**src/rtl/reg_slice_bwd_if.sv**
```systemverilog
// Valid/ready stream bundle around the backward register slice.
// It carries the upstream (s_*) and downstream (m_*) channel signals.
interface reg_slice_bwd_if #(
    parameter int PLD_WIDTH = 32
);
    logic                 s_vld;
    logic                 s_rdy;
    logic [PLD_WIDTH-1:0] s_pld;
    logic                 m_vld;
    logic                 m_rdy;
    logic [PLD_WIDTH-1:0] m_pld;

    // Slice-side view: consumes the upstream channel and produces the downstream channel.
    modport slave (
        input  s_vld,
        input  s_pld,
        input  m_rdy,
        output s_rdy,
        output m_vld,
        output m_pld
    );

    // Environment-side view: drives the stream into the slice and the ready back.
    modport master (
        output s_vld,
        output s_pld,
        output m_rdy,
        input  s_rdy,
        input  m_vld,
        input  m_pld
    );
endinterface

```
**src/rtl/reg_slice_bwd.sv**
```systemverilog
// Backward-path register slice: cuts m_rdy -> s_rdy with a single skid entry.
// Valid and payload pass straight through while the skid is empty.
module reg_slice_bwd #(
    parameter int PLD_WIDTH = 32
) (
    input  logic              clk,
    input  logic              rst,
    reg_slice_bwd_if.slave    bus,
    output logic              skid_vld
);
    logic                 skid_vld_q, skid_vld_d;
    logic [PLD_WIDTH-1:0] skid_pld_q, skid_pld_d;
    logic                 rdy_q, rdy_d;
    logic                 up_xfer;

    assign up_xfer = bus.s_vld & rdy_q;

    // Load and drain never coincide: rdy_q is low whenever the skid is full.
    always_comb begin
        skid_vld_d = skid_vld_q;
        skid_pld_d = skid_pld_q;
        rdy_d      = rdy_q;
        if (up_xfer && !bus.m_rdy) begin
            skid_vld_d = 1'b1;
            skid_pld_d = bus.s_pld;
            rdy_d      = 1'b0;
        end else if (skid_vld_q && bus.m_rdy) begin
            skid_vld_d = 1'b0;
            rdy_d      = 1'b1;
        end
    end

    // rdy_q mirrors ~skid_vld_q but is a separate flop so s_rdy leaves a register directly.
    always_ff @(posedge clk or posedge rst) begin
        if (rst) begin
            skid_vld_q <= 1'b0;
            skid_pld_q <= '0;
            rdy_q      <= 1'b1;
        end else begin
            skid_vld_q <= skid_vld_d;
            skid_pld_q <= skid_pld_d;
            rdy_q      <= rdy_d;
        end
    end

    assign bus.s_rdy = rdy_q;
    assign bus.m_vld = skid_vld_q | bus.s_vld;
    assign bus.m_pld = skid_vld_q ? skid_pld_q : bus.s_pld;
    assign skid_vld  = skid_vld_q;
endmodule

```
**src/flat_wrapper.sv**
```systemverilog
// flat-port wrapper written by rule: the top's interface ports become plain ports
module reg_slice_bwd_flat 
#(
    parameter int PLD_WIDTH = 32
)
  (clk, rst, skid_vld, bus_s_vld, bus_s_pld, bus_m_rdy, bus_s_rdy, bus_m_vld, bus_m_pld);
  reg_slice_bwd_if #(.PLD_WIDTH(PLD_WIDTH)) bus_i ();
  input  logic clk;
  input  logic rst;
  output logic skid_vld;
  input wire logic [$bits(bus_i.s_vld)-1:0] bus_s_vld;
  input wire logic [$bits(bus_i.s_pld)-1:0] bus_s_pld;
  input wire logic [$bits(bus_i.m_rdy)-1:0] bus_m_rdy;
  output wire logic [$bits(bus_i.s_rdy)-1:0] bus_s_rdy;
  output wire logic [$bits(bus_i.m_vld)-1:0] bus_m_vld;
  output wire logic [$bits(bus_i.m_pld)-1:0] bus_m_pld;
  assign bus_i.s_vld = bus_s_vld;
  assign bus_i.s_pld = bus_s_pld;
  assign bus_i.m_rdy = bus_m_rdy;
  assign bus_s_rdy = bus_i.s_rdy;
  assign bus_m_vld = bus_i.m_vld;
  assign bus_m_pld = bus_i.m_pld;
  reg_slice_bwd #(.PLD_WIDTH(PLD_WIDTH)) u_core (.clk(clk), .rst(rst), .bus(bus_i), .skid_vld(skid_vld));
endmodule
```
**config.mk**
```make
export PLATFORM = sky130hd
export DESIGN_NAME = reg_slice_bwd_flat
export DESIGN_NICKNAME = d
export VERILOG_FILES = /design/src/rtl/reg_slice_bwd_if.sv /design/src/rtl/reg_slice_bwd.sv /design/src/flat_wrapper.sv
export SDC_FILE = /design/constraint.sdc
export NUM_CORES = 1
export LEC_CHECK = 0
export CAP_MARGIN = 5
export CORE_MARGIN = 5
export CORE_UTILIZATION = 48
export CTS_BUF_LIST = sky130_fd_sc_hd__clkbuf_8
export DETAILED_ROUTE_END_ITERATION = 8
export GPL_TIMING_DRIVEN = 1
export MAX_ROUTING_LAYER = met4
export PLACE_DENSITY_LB_ADDON = 0.2
export SKIP_LAST_GASP = 1
export SYNTH_ARGS = -nofsm -noshare
export SYNTH_HDL_FRONTEND = slang
export SYNTH_SLANG_ARGS = --single-unit
```
**constraint.sdc**
```tcl
create_clock -name clk -period 3.5 [get_ports clk]
set_input_delay 0.525 -clock clk [delete_from_list [all_inputs] [get_ports clk]]
set_output_delay 0.525 -clock clk [all_outputs]
set_load 0.1 [all_outputs]
```
# After elaboration in Yosys (flattened, before gate mapping)

Index checks and enable logic that the tools add are counted.

Bitwise logic cells: 2
Reduce and logical (&&, ||, !) cells: 4
Muxes and demuxes: 5

Operators with widths:

| operator           | number |
|---|---|
| 2-to-1 mux 32 bit  | 1 |
| 2-to-1 mux 1 bit   | 4 |
| logical AND 1 bit  | 2 |
| nonzero test 2 bit | 1 |
| AND 1 bit          | 1 |
| zero test 1 bit    | 1 |
| OR 1 bit           | 1 |

Register bits after elaboration: 34
Word-level logic and storage cells: 14
Input bits: 36
Output and inout bits: 35

# Longest topological paths before layout

Depth after elaboration: 3
Gate-level depth with buffers: 4
Depth with buffers taken out: 2

# Least setup slack after synthesis

OpenSTA, ideal clock, no wires.

Path kind: register -> output
Start: reg u_core.skid_vld_q (netlist: u_core.skid_vld)
End: out bus_m_pld[10]
Data arrival time: 2.003 ns
Slack: 0.972 ns
Data required time: 2.975 ns
Stages on the path, launching flop included: 4
Buffers on the path: 2
Cells stage by stage: dfrtp_1 buf_2 buf_2 mux2_2

Word-level cells in the longest chain between the ends: 1

Ends and longest elaborated chain:

| element                  | RTL line            | source |
|---|---|---|
| start: declaration       | reg_slice_bwd.sv:11 | `logic skid_vld_q, skid_vld_d;` |
| start signal: assignment | reg_slice_bwd.sv:40 | `skid_vld_q <= skid_vld_d;` |
| 2-to-1 mux 32 bit        | reg_slice_bwd.sv:48 | `assign bus.m_pld = skid_vld_q ? skid_pld_q : bus.s_pld;` |
| end: declaration         | flat_wrapper.sv:16  | `output wire logic [$bits(bus_i.m_pld)-1:0] bus_m_pld;` |

Every way passes these cells.

# Worst setup path after layout

Start: reg u_core.skid_vld_q (netlist: u_core.skid_vld)
End: out bus_m_pld[29]

Same word-level chain as after synthesis.

==> results.ini <==
[timing]
tns_ps=0
hold_viol_final=0
rsz0062_at_grt=no
min_period_ps=2609
fmax_mhz=383.3
period_share=0.7454
slew_headroom=0.3442
max_slew.worst_pin.slew_ps=980.6
setup_viol=0
finalClockSkew_ps=5.089
final_max_slew_viol_count=0

[worst_setup_path]
end_kind=output pin
cp.arrival_ps=2080
worst_path_largest_cell_delay_ps=810
cp_cell_sequence=buf_4 > mux2_2 > buf_4
crit_top_cell=buf_4
critical_path_required_ps=2970
cpLargestDelayFamily=flip-flops
path_max_fanout=19
worstPathBufferInverterCount=2
slowest_stage=dfrtp_1
worst_setup_path_start_kind=flip-flop
crit_type=reg2out

[synth]
yosysUniqueCellTypes=11
yosys_warnings=0
yosysSeqAreaShare=0.4756
synth_area_um2=1792
yosysTopAreaCellShare=0.4609
avgSynthCellArea_um2=15.86
ys_ff_latch=34
synth_cells=113
synthesis.nets=149
yosysTopAreaCell=dfrtp_1
synth_area_leaders=dfrtp_1 (46%), mux2_4 (25%), mux2_2 (21%)

[worst_hold_path]
hold_class=reg2reg

[route]
drtAntennaViolNets=0
drt_iter0_markers=29
drtPass1Iterations=3
drc_errors=0
routed_wl_um=3799
wl_per_cell_um=16.24
avgViaCountPerCell=4.872
num_vias=1140

[floorplan]
fp.dieArea_um2=5055
rows=22
die_w_um=71.10
die_h_um=71.10
io_pins=71
core-area_um2=3633
start_util=0.4931

[final_layout]
final_area_um2=2520
antenna_cells=0
final_layout_size_suffix_gt1_frac=0.5914
final_nets=221
area_growth_pct=40.64

[global_route]
overflow=0
grt_max_degree=35
grt_antenna_before_repair=0
track_usage=0.1627
grt_pass1_vias=1295
grt_pass1_wl_um=6189

[clock_tree]
cts.reportedPaths.clkPinSlew_ps=60
cts_buffers=5
htree_levels=2
clock_path_buffers=2
root_buffer=clkbuf_8
cts_resized=0
clock_sinks=34
cts_hold_buf=0
clk_latency_ps=280
cts_tree=yes
cts_setup_buffers=0

[power_and_ir_drop]
vdd_drop_max_v=0.0002679
power_density_nw_per_um2=372.4
p_leak_nw=1.293

[place]
postPlaceCellArea_um2=2429
io_buffers=70
dp_hpwl_um=2764
globalplace.congestion=0.7655

[run_status]
run_status=complete, no violations

[job]
cap_viol_max_count=0

worst register-to-register path, stage by stage (launching register included):
cell and delay [ps]:
dfstp_2 580, nand3b_4 490, mux2_4 500
metal layers:
layer,routed length [um],vias up,share of wire,track usage
met5,0,-,0,-
met1,1583,551,0.42,0.1858
met2,1934,37,0.51,0.2667
met3,229,5,0.060,0.05540
li1,-,547,-,-
met4,52,0,0.014,0.05637
area by class of cell:
type,instances,area [um2]
inverter,2,7.507
clock inverter,2,8.758
multi-input combinational,70,878.3
clock buffer,6,82.58
timing repair buffer,72,630.6
fill,269,1114
sequential,34,852.1
tap,48,60.06
flip-flops by register name, summed over array words and instances, names as in the netlist:
| register | flops |
|---|---|
| u_core.skid_vld | 1 |
| u_core.bus.s_rdy | 1 |
| u_core.skid_pld_q | 32 |
cell usage in the layout, fill, tap and decap left out, drive strengths merged:
cell type | Yosys | layout
a21oi | 3 | 3
buf | 7 | 36
clkbuf | 0 | 6
clkdlybuf4s50 | 0 | 36
clkinv | 0 | 1
dfrtp | 33 | 33
dfstp | 1 | 1
inv | 2 | 3
mux2 | 64 | 64
nand3b | 1 | 1
nor2 | 1 | 1
or2 | 1 | 1
where the power goes:
part | internal [mW] | switching [mW] | leakage, nW
clock network | 0.156 | 0.136 | 0.0524
registers | 0.393 | 0 | 0.472
logic | 0.0748 | 0.179 | 0.769
total | 0.623 | 0.315 | 1.29
metrics by stage:
stage	cells	util	worst slack [ps]	power [mW]	hold WS, ps
after floorplan	113	-	971.7	0.5760	473.6
after global placement	226	0.6684	1242	0.6543	482.3
after detailed placement	226	0.6684	1186	0.6561	490.1
after CTS	234	0.6935	881.9	0.9463	509.4
after global routing	234	0.6935	787.8	0.9720	518.7
final	234	0.6935	891.2	0.9384	506.7
cell families after synthesis:
group / share of synthesized area
muxes: 0.4651
and+or+nand+nor: 0.01676
DFF: 0.4756
AOI/OAI and AO/OA: 0.008377
buffers and inverters: 0.03422
cells in the mapped netlist:
cell type  instances
buf_6              3
dfstp_2            1
nand3b_4           1
nor2_1             1
buf_2              4
inv_1              2
mux2_4            30
dfrtp_1           33
mux2_2            34
or2_2              1
a21oi_1            3
path summary, 6_finish.rpt:
check / from / depth (start not counted) / to / slack, ps
max in group asynchronous: rst / 3 / u_core.bus.s_rdy / 2540
worst max register to register: u_core.bus.s_rdy / 2 / u_core.skid_pld_q[29] / 1810
min in group asynchronous: rst / 3 / u_core.skid_pld_q[21] / 630
worst max-delay path: u_core.skid_vld / 3 / bus_m_pld[29] / 890
worst min-delay path: u_core.skid_pld_q[26] / 1 / u_core.skid_pld_q[26] / 510
worst min register to register: u_core.skid_pld_q[26] / 1 / u_core.skid_pld_q[26] / 510
Power figures use the tool's default switching activity.
